### config.mk
export PLATFORM = sky130hd
export DESIGN_NAME = change_dispenser
export DESIGN_NICKNAME = d
export VERILOG_FILES = /design/src/rtl/change_disp_pkg.sv /design/src/rtl/change_fifo.sv /design/src/rtl/change_dispenser.sv
export SDC_FILE = /design/constraint.sdc
export NUM_CORES = 1
export LEC_CHECK = 0
export CAP_MARGIN = 20
export CORE_UTILIZATION = 55
export DETAILED_ROUTE_END_ITERATION = 7
export DONT_BUFFER_PORTS = 1
export GPL_TIMING_DRIVEN = 0
export PLACE_DENSITY = 0.72
export SLEW_MARGIN = 0
export SYNTH_ARGS = -nofsm -noshare
export SYNTH_HDL_FRONTEND = slang
export SYNTH_SLANG_ARGS = --single-unit
### constraint.sdc
create_clock -name i_clk -period 4.13 [get_ports i_clk]
set_clock_uncertainty 0.2 [all_clocks]
set_input_delay 0 -clock i_clk [delete_from_list [all_inputs] [get_ports i_clk]]
set_output_delay 0 -clock i_clk [all_outputs]
set_load 0.05 [all_outputs]
### src/rtl/change_disp_pkg.sv
// Shared types and helpers for the change dispenser.
package change_disp_pkg;

  // Width of the nickel code coming from the vending controller
  localparam int unsigned CHANGE_W = 3;
  localparam int unsigned DEFAULT_MAX_CHANGE = 4;

  typedef enum logic [2:0] {
    StIdle,
    StSoda,
    StEject,
    StWaitAck,
    StFault
  } state_e;

  // Limit an incoming nickel count to the largest amount the chute may pay out
  function automatic logic [CHANGE_W-1:0] clamp_change(input logic [CHANGE_W-1:0] change,
                                                       input int unsigned max_change);
    if (32'(change) > max_change) begin
      return CHANGE_W'(max_change);
    end
    return change;
  endfunction

endpackage

### src/rtl/change_fifo.sv
// Synchronous FIFO for queued vend requests. First-word-fall-through read.
// Push while full is accepted when a pop happens in the same cycle.
module change_fifo #(
  parameter int unsigned DEPTH = 4,
  parameter int unsigned WIDTH = 3
) (
  input  logic             clk_i,
  input  logic             rst_i,
  input  logic             push_i,
  input  logic [WIDTH-1:0] wdata_i,
  input  logic             pop_i,
  output logic [WIDTH-1:0] rdata_o,
  output logic             full_o,
  output logic             empty_o
);

  localparam int unsigned PTR_W = (DEPTH > 1) ? $clog2(DEPTH) : 1;

  logic [WIDTH-1:0] mem_q [DEPTH];
  logic [PTR_W-1:0] wr_ptr_q, rd_ptr_q;
  logic [PTR_W:0]   count_q;
  logic             do_push, do_pop;

  // Accept/advance decisions
  always_comb begin
    full_o  = (count_q == (PTR_W + 1)'(DEPTH));
    empty_o = (count_q == '0);
    do_pop  = pop_i && !empty_o;
    do_push = push_i && (!full_o || do_pop);
    rdata_o = mem_q[rd_ptr_q];
  end

  // Storage array, no reset needed since occupancy is tracked by count_q
  always_ff @(posedge clk_i) begin
    if (do_push) begin
      mem_q[wr_ptr_q] <= wdata_i;
    end
  end

  // Pointers and occupancy
  always_ff @(posedge clk_i) begin
    if (rst_i) begin
      wr_ptr_q <= '0;
      rd_ptr_q <= '0;
      count_q  <= '0;
    end else begin
      if (do_push) wr_ptr_q <= wr_ptr_q + PTR_W'(1);
      if (do_pop)  rd_ptr_q <= rd_ptr_q + PTR_W'(1);
      if (do_push && !do_pop) begin
        count_q <= count_q + (PTR_W + 1)'(1);
      end else if (do_pop && !do_push) begin
        count_q <= count_q - (PTR_W + 1)'(1);
      end
    end
  end

endmodule

### src/rtl/change_dispenser.sv
// Actuator stage after the vending controller: queues vends, pulses the soda motor, then
// ejects owed nickels one by one, each confirmed by the chute sensor with a timeout.
// Build option: define CHANGE_DISP_RETRY_EN to re-eject a nickel once after its first timeout.
module change_dispenser
  import change_disp_pkg::*;
#(
  parameter int unsigned FIFO_DEPTH  = 4,
  parameter int unsigned MAX_CHANGE  = DEFAULT_MAX_CHANGE,
  parameter int unsigned SODA_PULSE  = 8,
  parameter int unsigned EJECT_PULSE = 4,
  parameter int unsigned ACK_TIMEOUT = 256
) (
  input  logic                i_clk,
  input  logic                i_rst,
  input  logic                i_vend,
  input  logic [CHANGE_W-1:0] i_change,
  input  logic                i_coin_sense,
  input  logic                i_fault_clr,
  output logic                o_soda_motor,
  output logic                o_nickel_eject,
  output logic                o_nickel_done,
  output logic                o_busy,
  output logic                o_full,
  output logic                o_drop,
  output logic                o_fault
);

  localparam int unsigned REM_W     = $clog2(MAX_CHANGE + 1);
  localparam int unsigned PULSE_MAX = (SODA_PULSE > EJECT_PULSE) ? SODA_PULSE : EJECT_PULSE;
  localparam int unsigned TIMER_MAX = (PULSE_MAX > ACK_TIMEOUT) ? PULSE_MAX : ACK_TIMEOUT;
  localparam int unsigned TIMER_W   = (TIMER_MAX > 2) ? $clog2(TIMER_MAX) : 1;

  localparam logic [TIMER_W-1:0] SODA_LAST  = TIMER_W'(SODA_PULSE - 1);
  localparam logic [TIMER_W-1:0] EJECT_LAST = TIMER_W'(EJECT_PULSE - 1);
  localparam logic [TIMER_W-1:0] ACK_LAST   = TIMER_W'(ACK_TIMEOUT - 1);

  state_e               state_q, state_d;
  logic [REM_W-1:0]     rem_q, rem_d;
  logic [TIMER_W-1:0]   timer_q, timer_d, timer_inc;
  logic                 ack_seen_q, ack_seen_d;
  logic                 retry_q, retry_d;
  logic                 done_q, done_d;
  logic                 drop_q;

  logic                 fifo_push, fifo_pop, fifo_full, fifo_empty;
  logic [CHANGE_W-1:0]  fifo_wdata, fifo_rdata;

  change_fifo #(
    .DEPTH (FIFO_DEPTH),
    .WIDTH (CHANGE_W)
  ) u_fifo (
    .clk_i   (i_clk),
    .rst_i   (i_rst),
    .push_i  (fifo_push),
    .wdata_i (fifo_wdata),
    .pop_i   (fifo_pop),
    .rdata_o (fifo_rdata),
    .full_o  (fifo_full),
    .empty_o (fifo_empty)
  );

  // Request intake: the FIFO itself refuses a push when full with no pop
  always_comb begin
    fifo_push  = i_vend;
    fifo_wdata = clamp_change(i_change, MAX_CHANGE);
    timer_inc  = (timer_q == '1) ? timer_q : timer_q + TIMER_W'(1);
  end

  // Next-state logic for the vend sequencer
  always_comb begin
    state_d    = state_q;
    rem_d      = rem_q;
    timer_d    = timer_inc;
    ack_seen_d = ack_seen_q;
    retry_d    = retry_q;
    done_d     = 1'b0;
    fifo_pop   = 1'b0;

    unique case (state_q)
      StIdle: begin
        timer_d    = '0;
        ack_seen_d = 1'b0;
        retry_d    = 1'b0;
        if (!fifo_empty) begin
          fifo_pop = 1'b1;
          rem_d    = REM_W'(fifo_rdata);
          state_d  = StSoda;
        end
      end

      StSoda: begin
        ack_seen_d = 1'b0;
        if (timer_q == SODA_LAST) begin
          timer_d = '0;
          state_d = (rem_q == '0) ? StIdle : StEject;
        end
      end

      StEject: begin
        // A fast sensor can report the coin before the solenoid pulse ends
        if (i_coin_sense) ack_seen_d = 1'b1;
        if (timer_q == EJECT_LAST) begin
          timer_d = '0;
          state_d = StWaitAck;
        end
      end

      StWaitAck: begin
        if (ack_seen_q || i_coin_sense) begin
          done_d     = 1'b1;
          rem_d      = rem_q - REM_W'(1);
          ack_seen_d = 1'b0;
          retry_d    = 1'b0;
          timer_d    = '0;
          state_d    = (rem_q == REM_W'(1)) ? StIdle : StEject;
        end else if (timer_q == ACK_LAST) begin
          timer_d = '0;
`ifdef CHANGE_DISP_RETRY_EN
          if (!retry_q) begin
            retry_d = 1'b1;
            state_d = StEject;
          end else begin
            state_d = StFault;
          end
`else
          state_d = StFault;
`endif
        end
      end

      StFault: begin
        timer_d    = '0;
        ack_seen_d = 1'b0;
        if (i_fault_clr) begin
          // Abandon whatever is still owed on the stuck vend
          rem_d   = '0;
          retry_d = 1'b0;
          state_d = StIdle;
        end
      end

      default: state_d = StIdle;
    endcase
  end

  // State and datapath registers
  always_ff @(posedge i_clk) begin
    if (i_rst) begin
      state_q    <= StIdle;
      rem_q      <= '0;
      timer_q    <= '0;
      ack_seen_q <= 1'b0;
      retry_q    <= 1'b0;
      done_q     <= 1'b0;
      drop_q     <= 1'b0;
    end else begin
      state_q    <= state_d;
      rem_q      <= rem_d;
      timer_q    <= timer_d;
      ack_seen_q <= ack_seen_d;
      retry_q    <= retry_d;
      done_q     <= done_d;
      drop_q     <= i_vend && fifo_full && !fifo_pop;
    end
  end

  // Drives decoded from the registered state
  always_comb begin
    o_soda_motor   = (state_q == StSoda);
    o_nickel_eject = (state_q == StEject);
    o_fault        = (state_q == StFault);
    o_nickel_done  = done_q;
    o_drop         = drop_q;
    o_full         = fifo_full;
    o_busy         = (state_q != StIdle) || !fifo_empty;
  end

endmodule
==> run summary <==
Derived from the worst setup path, the maximum achievable clock frequency is 0.313 GHz. The worst register-to-register path has a depth of 9. In the synthesized netlist the dominant register cell turns out to be sky130_fd_sc_hd__dfxtp_1. In the synthesized netlist the async set-or-reset flop fraction comes to 0%.

Summed over all nets, the half-perimeter wirelength after detailed placement is 3020 um. The area of all placed cells without fillers was 2230 um2; the fraction of final layout cells with drive strength greater than 1 was 12.2%. During synthesis, Yosys emitted a total of 0 warnings.

At the end of routability-driven placement, the weighted congestion stood at 0.838. The worst path in the final design needs a cycle of 3200 ps, including I/O delays and setup. Setup total negative slack on the finished layout was measured at 0 ps. After synthesis the netlist holds a flip-flop and latch count of 38. IR analysis of the VDD net gives a maximum drop of 0.348 mV.

Leakage power: 0.857 nW. Summing over every cut layer, the via total after detailed routing is 1,618. The flow ran to the end, and the final reports show no timing, DRC or antenna violations. Across all register-to-register paths, the minimum setup slack is 930 ps.

Setup violations remaining at the end of the flow were counted as 0. Clock edge transition at the registers on the reported setup and hold paths: 120 ps. Entering global routing, the biggest net connects 13 pins. Summing all multi-input logic gate instances after layout gives 1050 um2. Remaining global-route overflow: 0. For this run, the total global-route usage over all layers was measured as 25.0%.

STA puts the critical path data required time at 4190 ps. The first global-routing pass estimated 7520 um of wire. After the last flow step, the layout net total stands at 240. The number of H-tree levels was 2. After clock tree synthesis, the repair step resized 0 gates. The most critical setup path has its startpoint at u_fifo.count_q[0]$_SDFFE_PP0P_.

The final-report max-slew violation count is 0. The tools report the initial antenna violation count as 0. Compared with the post-synthesis result, the final layout area differs by 11.1%.

Registers take 881 um2. For the via count of the first global-routing pass, the log shows 1,609. The most critical setup path has its endpoint at u_fifo.count_q[2]$_SDFFE_PP0P_.

CTS saw 38 sinks. In this run the deepest clock path goes through 2 buffers. The worst hold path belongs to the class in2reg.

The floorplan step defined a die boundary enclosing 3890 um2. After synthesis, the mean cell area works out to 9.72 um2. Count of port buffers added during placement: 0.

The die is 62.4 um wide. Clock tree synthesis selected as its root buffer the cell sky130_fd_sc_hd__clkbuf_4. The portion of the clock cycle consumed by the worst path in the final layout is 77.4%, and the arrival time reported for the critical path endpoint is 3260 ps. The first routing iteration left 174 violations. Once the floorplan was initialized, standard cells occupied 58.6% of the core. The synthesized instance count is 206, and the pin slew with the least headroom to its limit is 955 ps. After detailed routing, the number of remaining DRC violations is 0. The run gives 5 as the CTS buffer count. The startpoint identified for the worst register-to-register timing path is u_fifo.count_q[0]$_SDFFE_PP0P_. The tools report the worst slew margin relative to its limit as 36.1%.

The worst setup path is launched from a flip-flop. The worst setup path is captured at a flip-flop. Row generation in the floorplan step produced 21 rows. TritonCTS built the clock tree. The first detailed-routing pass took 5 iterations.

The count of maximum capacitance violations was 0; the share of the yosys chip area belonging to registers was 44.0%. The worst-path maximum fanout is 7. The layout has 281 filler cells.

For the residual antenna-violating net count after detailed routing, the log shows 0. The average wire length per cell after detail routing came out at 16.3 um. Setup repair after global routing left no endpoint under its margin. The core region is 3420 um2. During I/O placement, the number of pins put on the boundary was 15.

The number of antenna diodes in the final layout is 0. Measured along the y axis, the die boundary spans 62.4 um. Power spread over the standard cell area amounts to 576 nW/um2. Summing all placed instances gives a cell area of 2070 um2.

The endpoint identified for the worst register-to-register timing path is u_fifo.count_q[2]$_SDFFE_PP0P_. The clock reaches the later pin of the worst-skew pair after 360 ps. The post-synthesis net count came out at 225.

The count of different cell masters after synthesis is 53, and the number of synthesized flops with an enable pin is 12. In this run the cell area of the synthesized design comes to 2000 um2. Using the TritonRoute via totals, the vias-per-cell ratio works out to 6.04.

The logs give 0 for the hold violation total from the final report and 4370 um for the wire length after detailed routing. The setup path with the least slack is of type reg2reg.
power breakdown:
group          total (W)  internal (W)  leakage [nW]  switching [W]
clock network   0.000251      0.000126        0.0399       0.000125
logic           0.000533      0.000203         0.493       0.000330
registers       0.000499      0.000447         0.324      0.0000519
area by class of cell:
class	instances	share of cell area, %
repair buffers	8	3.60
multi-input cells	149	47.4
flip-flops and latches	38	39.6
well taps	46	2.59
clock buffers	6	1.85
inverters	9	1.52
plain buffers	10	1.97
clock inverters	2	1.52
stage by stage:
stage,hold slack (ps),instances,util (%),total power (W),setup WS [ps]
after floorplan,-122,206,-,0.000921,702
after global placement,-118,252,60.3,0.00100,396
after detailed placement,-118,252,60.6,0.00102,983
after CTS,240,268,65.2,0.00128,935
after global routing,258,268,65.2,0.00137,786
final,257,268,65.2,0.00128,933
metal layers:
layer | vias up | GRT usage [%] | share of wire (%)
met5 | - | 0 | 0
met4 | 0 | 10.8 | 1.5
met3 | 7 | 7.35 | 7.4
met2 | 68 | 39.1 | 45
met1 | 763 | 32.0 | 46
li1 | 780 | - | -
worst min-delay path by stage:
stage / startpoint / endpoint / slack (ps) / depth (start not counted)
CTS: i_rst / rem_q[2]$_SDFFE_PP0P_ / 240 / 2
floorplan: i_rst / timer_q[2]$_SDFF_PP0_ / -120 / 1
finish: i_rst / rem_q[2]$_SDFFE_PP0P_ / 260 / 2
detailed placement: i_rst / timer_q[2]$_SDFF_PP0_ / -120 / 1
global route: i_rst / rem_q[2]$_SDFFE_PP0P_ / 260 / 2
global placement: i_rst / timer_q[2]$_SDFF_PP0_ / -120 / 1
critical path, cell delays in order (launching register included):
cell                      delay, ps
sky130_fd_sc_hd__dfxtp_1        390
sky130_fd_sc_hd__nor3b_2        780
sky130_fd_sc_hd__o21ai_1        390
sky130_fd_sc_hd__and2_1         320
sky130_fd_sc_hd__ha_1           230
sky130_fd_sc_hd__inv_1           80
sky130_fd_sc_hd__fa_1           180
sky130_fd_sc_hd__xor2_1          70
sky130_fd_sc_hd__or3_1          300
sky130_fd_sc_hd__a21oi_1        170
synth_stat cells, drive strengths merged (3+ instances only):
cell type   n  share of area [%]
nor3b       4                1.5
nand3       5                1.2
nor2b      10                3.1
a31oi       3               0.94
a21oi      11                3.1
a22oi       3                1.1
nor2       22                4.1
buf         4                1.0
inv         9                1.7
or3         3               0.94
clkbuf      6                1.2
nand2b      3               0.94
dfxtp      26                 26
nor3        5                1.5
nand2      12                2.4
o22ai       3                1.2
edfxtp     12                 18
o41ai       4                1.7
ha         10                6.2
nor4        3               0.94
and3        7                2.3
mux4        3                3.4
mux2i       3                1.5
o21ai       8                2.2
xor2        4                1.7
cells in the final DEF (no fill, tap or decap), types with 3 or more instances in the layout:
master	count
sky130_fd_sc_hd__o41ai_1	4
sky130_fd_sc_hd__mux4_2	3
sky130_fd_sc_hd__and3_1	5
sky130_fd_sc_hd__a31oi_1	3
sky130_fd_sc_hd__a21oi_1	9
sky130_fd_sc_hd__mux2i_1	3
sky130_fd_sc_hd__clkbuf_4	5
sky130_fd_sc_hd__or3_1	3
sky130_fd_sc_hd__nor3_1	4
sky130_fd_sc_hd__inv_1	9
sky130_fd_sc_hd__edfxtp_1	12
sky130_fd_sc_hd__dfxtp_1	26
sky130_fd_sc_hd__nor4_1	3
sky130_fd_sc_hd__nor2_1	22
sky130_fd_sc_hd__nand2b_1	3
sky130_fd_sc_hd__o21ai_0	6
sky130_fd_sc_hd__nand3_1	5
sky130_fd_sc_hd__dlygate4sd3_1	8
sky130_fd_sc_hd__nor2b_1	10
sky130_fd_sc_hd__ha_1	10
sky130_fd_sc_hd__buf_2	4
sky130_fd_sc_hd__nand2_1	11
sky130_fd_sc_hd__xor2_1	4
sky130_fd_sc_hd__clkbuf_1	6
sky130_fd_sc_hd__a22oi_1	3
timing repair:
item                                   in CTS  in global routing
setup endpoints to repair                   0                  0
endpoints found under the hold margin      50                  0
hold buffers                                8                  0
buffers inserted                            0                  0
state kept, by name, summed over array words and instances (netlist names), named ones only:
register	cells
timer_q	8
state_q	3
o_nickel_done	1
u_fifo.count_q	3
rem_q	3
u_fifo.rd_ptr_q	2
ack_seen_q	1
u_fifo.wr_ptr_q	2
u_fifo.mem_q	12
o_drop	1
cells by family (layout without fill, tap and decap cells):
logic type                 count (synthesis)  in the layout  share of synthesized area [%]
adders and majority gates                 11             11                           7.25
muxes                                      6              6                           4.87
AOI/OAI and AO/OA                         43             43                           15.1
xor gates and xnor gates                   5              5                           2.19
buffers and inverters                     19             35                           3.87
and+or+nand+nor                           84             84                           22.7
DFF                                       38             38                           44.0
(Power assumes the default switching activity.)
